### src/rtl/pe_conv_sequencer.sv
// Control-strobe sequencer for one 3x3 convolution pass through a single PE.
// stall is sampled on the clock edge, so its zeroed strobes appear on the following cycle.
module pe_conv_sequencer #(
   parameter int unsigned DIM_W   = 10,
   parameter int unsigned MAC_LAT = 2,
   parameter int unsigned K_TAPS  = 9
) (
   input  logic             clk,
   input  logic             rst,
   input  logic             start,
   input  logic [DIM_W-1:0] im_w,
   input  logic [DIM_W-1:0] im_h,
   input  logic             last_bank,
   input  logic             stall,
   output logic             busy,
   output logic             done,
   output logic             cfg_err,
   output logic             line_buffer_reset,
   output logic             shifting_filter,
   output logic             flt_rd,
   output logic             shifting_line,
   output logic             img_rd,
   output logic             img_pad,
   output logic             mac_enable,
   output logic             adder_enable,
   output logic             final_filter_bank,
   output logic             out_valid
);

   localparam int unsigned TW = 2 * DIM_W + 2;

   typedef enum logic [1:0] {StIdle, StRun, StDone} state_e;

   state_e           state_q, state_d;
   logic [TW-1:0]    t_q, t_d;
   logic [TW-1:0]    wh_q, wh_d;
   logic [TW-1:0]    mac_lo_q, mac_lo_d;
   logic [TW-1:0]    t0_q, t0_d;
   logic [TW-1:0]    t_end;
   logic [TW-1:0]    line_end;
   logic [TW-1:0]    adder_end;
   logic [DIM_W-1:0] w_q, w_d;
   logic [DIM_W-1:0] h_q, h_d;
   logic [DIM_W-1:0] col_q, col_d;
   logic [DIM_W-1:0] row_q, row_d;

   logic emit;
   logic ffb_d, cfg_err_d, lbr_d, done_d, busy_d;
   logic sf_d, sl_d, ird_d, pad_d, mac_d, add_d, ov_d;

   assign t_end = t0_q + wh_q - TW'(1);

   always_comb begin
      state_d   = state_q;
      t_d       = t_q;
      wh_d      = wh_q;
      mac_lo_d  = mac_lo_q;
      t0_d      = t0_q;
      w_d       = w_q;
      h_d       = h_q;
      col_d     = col_q;
      row_d     = row_q;
      ffb_d     = final_filter_bank;
      emit      = 1'b0;
      cfg_err_d = 1'b0;
      lbr_d     = 1'b0;
      done_d    = 1'b0;
      unique case (state_q)
         StIdle: begin
            if (start) begin
               if ((im_w < DIM_W'(3)) || (im_h < DIM_W'(3))) begin
                  cfg_err_d = 1'b1;
               end else begin
                  state_d  = StRun;
                  w_d      = im_w;
                  h_d      = im_h;
                  wh_d     = TW'(im_w) * TW'(im_h);
                  mac_lo_d = (TW'(im_w) << 1) + TW'(1);
                  t0_d     = mac_lo_d + TW'(MAC_LAT);
                  t_d      = '0;
                  col_d    = '0;
                  row_d    = '0;
                  ffb_d    = last_bank;
                  lbr_d    = 1'b1;
                  emit     = 1'b1;
               end
            end
         end
         StRun: begin
            if (t_q == t_end) begin
               state_d = StDone;
               done_d  = 1'b1;
            end else if (!stall) begin
               t_d  = t_q + TW'(1);
               emit = 1'b1;
               // Output position tracks the step being emitted; it only moves inside the
               // accumulate window, which opens at t0.
               if (t_q >= t0_q) begin
                  if (col_q == w_q - DIM_W'(1)) begin
                     col_d = '0;
                     row_d = row_q + DIM_W'(1);
                  end else begin
                     col_d = col_q + DIM_W'(1);
                  end
               end
            end
         end
         StDone: begin
            state_d = StIdle;
         end
         default: begin
            state_d = StIdle;
         end
      endcase
      busy_d = (state_d != StIdle);
   end

   // Strobes are decoded from the step about to be presented, so they can be registered.
   always_comb begin
      line_end  = mac_lo_d + wh_d - TW'(1);
      adder_end = t0_d + wh_d - TW'(1);
      sf_d      = emit && (t_d <= TW'(K_TAPS - 1));
      sl_d      = emit && (t_d <= line_end);
      ird_d     = emit && (t_d < wh_d);
      pad_d     = emit && (t_d >= wh_d) && (t_d <= line_end);
      mac_d     = emit && (t_d >= mac_lo_d) && (t_d <= line_end);
      add_d     = emit && (t_d >= t0_d) && (t_d <= adder_end);
      ov_d      = add_d && (col_d < w_d - DIM_W'(2)) && (row_d < h_d - DIM_W'(2));
   end

   always_ff @(posedge clk or negedge rst) begin
      if (!rst) begin
         state_q  <= StIdle;
         t_q      <= '0;
         wh_q     <= '0;
         mac_lo_q <= '0;
         t0_q     <= '0;
         w_q      <= '0;
         h_q      <= '0;
         col_q    <= '0;
         row_q    <= '0;
      end else begin
         state_q  <= state_d;
         t_q      <= t_d;
         wh_q     <= wh_d;
         mac_lo_q <= mac_lo_d;
         t0_q     <= t0_d;
         w_q      <= w_d;
         h_q      <= h_d;
         col_q    <= col_d;
         row_q    <= row_d;
      end
   end

   always_ff @(posedge clk or negedge rst) begin
      if (!rst) begin
         busy              <= 1'b0;
         done              <= 1'b0;
         cfg_err           <= 1'b0;
         line_buffer_reset <= 1'b0;
         shifting_filter   <= 1'b0;
         flt_rd            <= 1'b0;
         shifting_line     <= 1'b0;
         img_rd            <= 1'b0;
         img_pad           <= 1'b0;
         mac_enable        <= 1'b0;
         adder_enable      <= 1'b0;
         final_filter_bank <= 1'b0;
         out_valid         <= 1'b0;
      end else begin
         busy              <= busy_d;
         done              <= done_d;
         cfg_err           <= cfg_err_d;
         line_buffer_reset <= lbr_d;
         shifting_filter   <= sf_d;
         flt_rd            <= sf_d;
         shifting_line     <= sl_d;
         img_rd            <= ird_d;
         img_pad           <= pad_d;
         mac_enable        <= mac_d;
         adder_enable      <= add_d;
         final_filter_bank <= ffb_d;
         out_valid         <= ov_d;
      end
   end

endmodule

### config.mk
export PLATFORM = sky130hd
export DESIGN_NAME = pe_conv_sequencer
export DESIGN_NICKNAME = d
export VERILOG_FILES = /design/src/rtl/pe_conv_sequencer.sv
export SDC_FILE = /design/constraint.sdc
export NUM_CORES = 1
export LEC_CHECK = 0
export ABC_AREA = 1
export BUFFER_PORTS_ARGS = -buffer_cell sky130_fd_sc_hd__buf_2
export CAP_MARGIN = 10
export CORE_AREA = 5 5 199 201
export DETAILED_ROUTE_END_ITERATION = 10
export DIE_AREA = 0 0 204 206
export GPL_TIMING_DRIVEN = 0
export HOLD_SLACK_MARGIN = 0.08
export PLACE_DENSITY = 0.67
export SETUP_SLACK_MARGIN = 0.1
export SYNTH_ARGS = -nofsm -noshare
export SYNTH_HDL_FRONTEND = slang
export SYNTH_SLANG_ARGS = --single-unit
export TNS_END_PERCENT = 20
### constraint.sdc
create_clock -name clk -period 6.5 [get_ports clk]
set_clock_uncertainty 0.15 [all_clocks]
set_input_delay 0.325 -clock clk [delete_from_list [all_inputs] [get_ports clk]]
set_output_delay 0.325 -clock clk [all_outputs]
set_load 0.05 [all_outputs]
Word-level counts from Yosys, hierarchy flattened
Cells that the tools add are included.
{ "word_totals": {"regBits": 142, "latchBits": 0, "ramBits": 0, "romBits": 0, "output_inout_bits": 13, "word_cells": 116, "n_memories": 0} }
{ "op_classes": {"n_addsub": 14, "mul": 1, "div_mod_pow": 0, "n_lt_le_gt_ge": 12, "eq_ne": 3, "shifts": 0, "muxes": 49, "n_bitwise": 1, "reduce_logical": 15} }
{ "op_table": {"columns": ["cell", "n"], "rows": [
  ["two-way mux 22 bit", 13],
  ["two-way mux 10 bit", 18],
  [">= comparator 22 bit", 4],
  ["adder 22 bit", 3],
  ["subtractor 22 x 1 -> 22 bit (second input constant)", 3],
  ["<= comparator 22 bit", 2],
  ["case mux 22 bit (2 select lines)", 1],
  ["case mux 10 bit (2 select lines)", 2],
  ["adder 22 x 1 -> 22 bit (second input constant)", 1],
  ["equality test 22 bit", 1],
  ["<= comparator 22 x 4 -> 1 bit (second input constant)", 1],
  ["less-than comparator 22 bit", 1],
  ["adder 10 x 1 -> 10 bit (second input constant)", 2],
  ["less-than comparator 10 bit", 2],
  ["less-than comparator 10 x 2 -> 1 bit (second input constant)", 2],
  ["multiplier 10 x 10 -> 20 bit", 1],
  ["subtractor 10 x 2 -> 10 bit (second input constant)", 2],
  ["adder 12 x 2 -> 13 bit (second input constant)", 1],
  ["adder 11 x 1 -> 12 bit (second input constant)", 1],
  ["logical AND 1 bit", 11],
  ["equality test 10 bit", 1],
  ["two-way mux 1 bit", 10],
  ["subtractor 10 x 1 -> 10 bit (second input constant)", 1],
  ["two-way mux 2 bit", 3],
  ["8 further kinds", 8]
]} }

Depth between registers and ports, before layout
Gate-level depths: netlist of run 1.
{ "depth": {"depth_word": 11, "ltp_mapped": 47, "mapped_depth_nobuf": 45} }

Worst setup path after synthesis of run 1
OpenSTA, ideal clock, no wires.
{ "synth_path": {"kind": "input-to-reg", "from": "in im_w[5]", "to": "reg out_valid", "setup_ns": 0.071, "t_arrival_ns": 7.486, "required_ns": 6.279, "slack_ns": -1.207, "path_stages": 43, "path_cell_list": "clkbuf_2 -> clkbuf_1 -> nand2_1 -> fa_1 -> inv_1 -> fa_1 -> ha_1 -> fa_1 -> inv_1 -> fa_1 -> inv_1 -> ha_1 -> inv_1 -> o21ai_0 -> xor2_1 -> o21ai_0 -> inv_1 -> ha_1 -> [... 7 more ...] -> a21oi_1 -> o21ai_0 -> nand2_1 -> inv_1 -> nand2_1 -> o21bai_1 -> nand3_1 -> o21ai_0 -> xnor2_1 -> ha_1 -> nand4_1 -> inv_1 -> nand3_1 -> o41ai_1 -> nand3_1 -> nor2_1 -> nand2_1 -> nor2_1"} }
{ "synth_between": {"elab_chain_cells": 11, "word_cells_on_any_way": 41} }
{ "synth_lines": {"columns": ["element", "line_no", "source"], "rows": [
  ["start, declared", "11", "input logic [DIM_W-1:0] im_w,"],
  ["branches (longest 2 deep; another with multiplier 10 x 10 -> 20 bit)", null, null],
  ["two-way mux 22 bit *", "71", "if ((im_w < DIM_W'(3)) || (im_h < DIM_W'(3))) begin"],
  ["two-way mux 22 bit *", "70", "if (start) begin"],
  ["two-way mux 22 bit *", "68", "unique case (state_q)"],
  ["via wh_d[7]", "36", "logic [TW-1:0] wh_q, wh_d;"],
  ["adder 22 bit *", "121", "adder_end = t0_d + wh_d - TW'(1);"],
  ["subtractor 22 x 1 -> 22 bit *", "121", null],
  ["<= comparator 22 bit *", "127", "add_d = emit && (t_d >= t0_d) && (t_d <= adder_end);"],
  ["logical AND 1 bit *", "127", null],
  ["logical AND 1 bit * (2 in a row)", "128", "ov_d = add_d && (col_d < w_d - DIM_W'(2)) && (row_d < h_d - DIM_W'(2));"],
  ["via ov_d", "49", "logic sf_d, sl_d, ird_d, pad_d, mac_d, add_d, ov_d;"],
  ["end signal, assigned", "183", "out_valid <= ov_d;"],
  ["end, declared", "27", "output logic out_valid"]
]} }
Mark *: on every way through the listed nets, which the timed path passes.
A chain may end at the register's enable or synchronous reset.

Worst setup path in the final report of run 1
{ "layout_path": {"from": "in im_h[6]", "to": "reg adder_enable"} }
{ "layout_between": {"elab_chain_cells": 9, "word_cells_on_any_way": 21} }
{ "layout_lines": {"columns": ["element", "line_no", "source"], "rows": [
  ["start, declared", "12", "input logic [DIM_W-1:0] im_h,"],
  ["branches (longest 8 deep; another with adder 22 bit)", null, null],
  ["logical AND 1 bit *", "127", null],
  ["via add_d", "49", null],
  ["end signal, assigned", "167", "adder_enable <= 1'b0;"],
  ["end signal, assigned", "181", "adder_enable <= add_d;"],
  ["end, declared", "25", "output logic adder_enable,"]
]} }
Marks and branches as above.

==> results.yml, run 1 <==
status:
  run_status: "finished with violations"
  violations: "negative setup slack"
setup_path:
  path_class: "in -> reg"
  cp-end-kind: "register"
  rr_worst_depth: 38
  cp.depth: 41
  crit_fanout: 8
  crit_path_start_kind: "primary input"
  worstPathRequired_ns: 6.72
  path_delay_family: "adder cells"
  cp.arrival_ns: 7.97
  slowest_stage: "fa_1"
  worstPathBufferInverterCount: 11
  slowest_delay_ns: 0.58
  crit_top_cell: "inv_1"
final_layout:
  drive_above_1_share: 0.123
  finalInstanceArea_um2: 22300
  syn_to_final_growth_pct: 16.4
  stdcell_count: 3398
  num-nets-final: 3299
  final_core_utilization: 0.598
  n_antenna_cell: 0
die:
  initial_core_util: 0.514
  fp.dieH_um: 206
  io_pins: 38
  num_rows: 71
  die_w_um: 204
  dieArea_um2: 42000
  coreArea_um2: 37400
sta:
  post-route-min-period_ns: 7.75
  setup_violations: 5
  fin_hold_ws_ns: 0.109
  finalCritPeriodShare: 1.19
  slew_viol_final: 0
  tightestPinTransition_ns: 1.02
  fmax_mhz: 129
  hold_viol: 0
  setup_slack_ns: -1.25
  rsz0062_at_grt: "true"
  setup_tns_ns: -5.74
  relSlewSlack: 0.322
placed_design:
  place_inst: 3295
  dpl_cell_area_um2: 20500
  routabilityCongestion: 0.969
  portBuffers: 36
  dp_hpwl_um: 49200
logic_synthesis:
  synth_top_area_cell: "ha_1"
  ys_ff_latch: 142
  synth_warnings: 0
  ys.flop_type: "dfrtp_1"
  syn_avg_cell_area_um2: 6.99
  yosysSeqAreaShare: 0.185
  synthTopCellsByArea: "ha_1 22%, dfrtp_1 19%, nand2_1 12%, inv_1 12%, fa_1 6.8%"
  synth_cell_types: 55
  synth_common_cells: "625 x nand2_1, 615 x inv_1, 335 x ha_1"
  synth.most_common_cell: "nand2_1"
  synth.top_cell.area_share: 0.218
  async_reset_ff_frac: 1.00
  syn_inst: 2747
  synth_nets: 3172
  synth_edf_count: 0
  synth_area_um2: 19200
min_path:
  hold_path_depth: 3
  hold_class: "in -> reg"
global_route:
  antenna_found_initial: 1
  grt_max_degree: 92
  grt_usage: 0.293
  overflow: 0
  grt_pass1_vias: 18600
  grt_pass1_wl_um: 96600
cts:
  clkTransAtPathRegs_ns: 0.06
  clock-root-buffer: "clkbuf_16"
  clockBufferDepth: 2
  cts_sinks: 142
  cts_buffers: 17
  cts_tree: "done"
  clk_latency_ns: 0.44
  htree_levels: 4
detailed_routing:
  drtIter0Drc: 1380
  wl_per_cell_um: 18.0
  drc: 0
  drtAntennaViolNets: 0
  avgViaCountPerCell: 5.44
  wirelength_um: 61300
  num_vias: 18500
  drt-pass1-iter-count: 6
power:
  p_clk_frac: 0.112
  pwr-share-comb: 0.765
  switching_share: 0.527
  sequentialPowerShare: 0.123
  internal_power_mw: 4.37
  p_per_area_nw_per_um2: 414
  p_sw_mw: 4.87
  irDropWorstVdd_v: 0.000232
  p_leak_nw: 12.6
flow_run:
  max_cap_viol_count: 0
-- placed cells by master (no fill, tap or decap), types with 39 or more instances in the layout --
| cell | instances |
|---|---|
| a21oi_1 | 142 |
| buf_4 | 69 |
| dfrtp_1 | 142 |
| fa_1 | 61 |
| ha_1 | 315 |
| inv_1 | 600 |
| nand2_1 | 599 |
| nand2_2 | 39 |
| nand3_1 | 130 |
| nand4_1 | 56 |
| nor2_1 | 131 |
| nor3_1 | 43 |
| o21ai_0 | 84 |
| xnor2_1 | 45 |
| xor2_1 | 52 |
-- area by class of cell --
class | count | area (µm²)
plain buffers | 52 | 539
clock buffers | 19 | 453
clock inverters | 13 | 151
fillers | 3447 | 15100
inverters | 626 | 2350
multi-input cells | 1927 | 13800
flip-flops and latches | 142 | 3550
well taps | 511 | 639
repair buffers | 108 | 908
-- sequential cells by signal, summed over array words and instances (netlist names), 2 cells and up --
name and cells:
mac_lo_q 22, t0_q 22, t_q 22, wh_q 22, col_q 10, h_q 10, row_q 10, w_q 10
state_q 2
-- repair_timing --
action,CTS,global route
setup buffers,61,2
hold buffers,6,0
hold endpoints to repair,56,0
pin swaps,67,7
setup endpoints to repair,5,6
gates resized for setup,150,11
gates cloned,2,0
-- tightest hold or removal path: cells and delay by family --
kind | cells | cell delay, ns
AOI/OAI and AO/OA | 1 | 0.11
buffers and inverters | 2 | 0.21
-- final timing paths --
check	startpoint	endpoint	slack, ns
setup / recovery	im_h[6]	adder_enable$_DFF_PN0_	-1.25
hold / removal	im_h[1]	h_q[1]$_DFF_PN0_	0.11
setup reg to reg	state_q[1]$_DFF_PN0_	adder_enable$_DFF_PN0_	-1.10
hold reg to reg	final_filter_bank$_DFFE_PN0P_	final_filter_bank$_DFFE_PN0P_	0.32
max in group asynchronous	rst	mac_lo_q[13]$_DFF_PN0_	5.04
min in group asynchronous	rst	done$_DFF_PN0_	0.25
-- per-layer routing --
metal / wire (µm) / vias to the layer above / share of wire / global-route usage
met1: 24800 / 8645 / 0.40 / 0.355
met5: 7 / - / 0.00011 / 0
met2: 29200 / 679 / 0.48 / 0.508
met4: 2970 / 2 / 0.048 / 0.133
li1: - / 8993 / - / -
met3: 4280 / 169 / 0.070 / 0.0546
-- power groups by stage --
stage	sequential, mW	clock [mW]	combinational, mW
6_report	1.14	1.04	7.07
3_3_place_gp	1.15	0	6.14
2_1_floorplan	1.16	0	4.79
4_1_cts	1.13	1.05	6.93
5_1_grt	1.15	1.08	7.91
3_5_place_dp	1.15	0	6.30
-- logic make-up (layout without fill, tap and decap cells) --
family / after synthesis / count (layout) / synth area share
AOI/OAI and AO/OA: 341 / 341 / 0.0980
xor gates and xnor gates: 103 / 103 / 0.0470
adders and majority gates: 400 / 400 / 0.286
buffers and inverters: 678 / 818 / 0.134
DFF: 142 / 142 / 0.185
muxes: 2 / 2 / 0.00104
and+or+nand+nor: 1081 / 1081 / 0.249
-- per-stage QoR --
step                setup WS [ns]  total power, mW
floorplan                  -0.513             5.94
global placement            -2.51             7.28
detailed placement          -2.58             7.45
CTS                        -0.968             9.11
global route                -1.49             10.1
finish                      -1.25             9.24
Note: power is estimated with default switching activity, not from simulation.
==> run 2: changes to the inputs <==
- ABC_AREA: 1 -> default
- CORE_AREA: 5 5 199 201 -> 5 5 194 196
- DIE_AREA: 0 0 204 206 -> 0 0 199 201
- PLACE_DENSITY: 0.67 -> 0.68
==> results.yml, run 2 <==
status:
  run_status: "finished with violations"
  violations: "negative setup slack"
logic_synthesis:
  synth.most_common_cell: "inv_1"
  yosysSeqAreaShare: 0.194
  async_reset_ff_frac: 1.00
  synth_cell_types: 87
  synth_top_area_cell: "ha_1"
  ys_ff_latch: 142
  syn_avg_cell_area_um2: 8.24
  syn_inst: 2222
  synth_edf_count: 0
  synth.top_cell.area_share: 0.229
  synth_area_um2: 18300
  synth_common_cells: "362 x inv_1, 335 x ha_1, 231 x nand2_1"
  synthTopCellsByArea: "ha_1 23%, dfrtp_1 19%, inv_1 7.4%, fa_1 7.1%, nand2_1 4.7%"
  synth_nets: 2647
  ys.flop_type: "dfrtp_1"
  synth_warnings: 0
setup_path:
  r2r_end: "out_valid$_DFF_PN0_"
  worstPathBufferInverterCount: 9
  rr_worst_depth: 33
  slowest_delay_ns: 0.55
  crit_fanout: 7
  crit_path_start_kind: "primary input"
  cp-end-kind: "register"
  crit_path_end: "out_valid$_DFF_PN0_"
  rrSetupSlack_ns: -1.47
  worstPathRequired_ns: 6.72
  reg2reg_from: "state_q[0]$_DFF_PN0_"
  path_delay_family: "adder cells"
  worstSetupStartpoint: "im_h[3]"
  cp.arrival_ns: 8.28
  slowest_stage: "or4_4"
  cp.depth: 38
  path_class: "in -> reg"
power:
  power_mw: 4.02
  p_clk_frac: 0.265
  switching_share: 0.404
  p_per_area_nw_per_um2: 191
  internal_power_mw: 2.39
  irDropWorstVdd_v: 0.000270
  p_sw_mw: 1.63
  p_leak_nw: 11.4
  pwr-share-comb: 0.493
  sequentialPowerShare: 0.242
final_layout:
  syn_to_final_growth_pct: 15.1
  multi_input_area_um2: 13600
  final_common_cell: "inv_1"
  stdcell_count: 2811
  n_antenna_cell: 0
  mostFrequentLayoutCells: "351 x inv_1, 320 x ha_1, 222 x nand2_1, 142 x dfrtp_1, 110 x nor2_1"
  n_fill_cell: 3203
  num-nets-final: 2755
  final_core_utilization: 0.587
  drive_above_1_share: 0.114
  regArea_um2: 3550
global_route:
  antenna_found_initial: 0
  overflow: 0
  grt_usage: 0.270
  grt_pass1_vias: 16000
  grt_max_degree: 84
  grt_pass1_wl_um: 85900
sta:
  hold_viol: 0
  setup_violations: 6
  fin_hold_ws_ns: 0.124
  setup_slack_ns: -1.56
  post-route-min-period_ns: 8.06
  relSlewSlack: 0.251
  slew_viol_final: 0
  rsz0062_at_grt: "true"
  fmax_mhz: 124
  finalCritPeriodShare: 1.24
  tightestPinTransition_ns: 1.09
die:
  dieArea_um2: 40000
  coreArea_um2: 35900
  initial_core_util: 0.510
  io_pins: 38
  die_w_um: 199
  num_rows: 70
  fp.dieH_um: 201
detailed_routing:
  avgViaCountPerCell: 5.80
  drc: 0
  drtAntennaViolNets: 0
  wirelength_um: 54400
  drtIter0Drc: 1245
  num_vias: 16300
  drt-pass1-iter-count: 6
  wl_per_cell_um: 19.4
cts:
  clock-root-buffer: "clkbuf_16"
  clockBufferDepth: 2
  cts_sinks: 142
  cts_buffers: 17
  cts_tree: "done"
  clkTransAtPathRegs_ns: 0.07
  htree_levels: 4
  clk_latency_ns: 0.45
placed_design:
  place_inst: 2727
  routabilityCongestion: 0.947
  dpl_worst_slack_ns: -4.25
  dp_hpwl_um: 43500
  portBuffers: 36
flow_run:
  max_cap_viol_count: 0
min_path:
  hold_class: "in -> reg"
-- run 2: cell types whose count changed in the layout (fill, tap and decap cells not counted), sizes merged, moves of 25 or more --
cell and delta:
a21o +61, a21oi -54, and2 +65, and3 +25
inv -262, nand2 -414, nand3 -84, nor2 -30
o21ai -34, xnor2 +33
-- run 2: layout make-up --
type,instances,area share
multi-input combinational,1652,0.647
sequential,142,0.169
inverter,362,0.0647
timing repair buffer,89,0.0344
buffer,66,0.0287
tap,468,0.0278
clock buffer,18,0.0208
clock inverter,14,0.00802
-- run 2: through the flow --
| step | cell area [µm²] | TNS (ns) |
|---|---|---|
| after floorplan | 18600 | -5.35 |
| after global placement | 19400 | -19.32 |
| after detailed placement | 19400 | -19.57 |
| after CTS | 20800 | -7.63 |
| after global routing | 21100 | -9.30 |
| final | 21100 | -7.35 |
-- run 2: worst register-to-register path, delay by kind of cell, from the launching register on --
family,cells,cell delay [ns]
AO/OA/AOI/OAI,13,2.60
buffers and inverters,7,1.73
adder cells (fa/ha/maj),3,0.93
flip-flops,1,0.45
AND/OR/NAND/NOR,10,2.04
-- run 2: power groups by stage --
stage	sequential [mW]	clock (mW)	combinational [mW]
2_1_floorplan	0.983	0	1.30
3_3_place_gp	0.985	0	1.71
3_5_place_dp	0.987	0	1.74
4_1_cts	0.970	1.07	1.88
5_1_grt	0.976	1.11	2.20
6_report	0.971	1.07	1.98
-- run 2: cell families (layout without fill, tap and decap cells) --
group,after synthesis,after routing,share of synthesized area
and+or+nand+nor,679,679,0.184
muxes,27,27,0.0150
buffers and inverters,428,549,0.0893
xor gates and xnor gates,136,136,0.0651
DFF,142,142,0.194
AOI/OAI and AO/OA,410,410,0.153
adders and majority gates,400,400,0.300
-- run 2: worst min path at each step --
| stage | slack (ns) | end | startpoint | depth (start not counted) |
|---|---|---|---|---|
| finish | 0.12 | h_q[8]$_DFF_PN0_ | im_h[8] | 3 |
| global route | 0.14 | h_q[8]$_DFF_PN0_ | im_h[8] | 3 |
| CTS | 0.09 | h_q[8]$_DFF_PN0_ | im_h[8] | 3 |
| detailed placement | 0.21 | t_q[21]$_DFF_PN0_ | rst | 1 |
| global placement | 0.31 | mac_lo_q[2]$_DFF_PN0_ | mac_lo_q[2]$_DFF_PN0_ | 2 |
| floorplan | -0.12 | adder_enable$_DFF_PN0_ | rst | 0 |
-- run 2: metal layers --
metal,wire length (µm),track usage,vias up
met3,3430,0.0349,96
li1,-,-,7810
met4,2090,0.0970,0
met2,24900,0.434,479
met5,0,0,-
met1,24100,0.374,7922
-- run 2: repair_timing --
item | 4_1_cts | 5_1_grt
hold endpoints to repair | 68 | 0
endpoints found under the setup margin | 6 | 6
gates resized for setup | 112 | 39
pin swaps | 33 | 26
buffers inserted | 29 | 13
hold buffers | 10 | 0
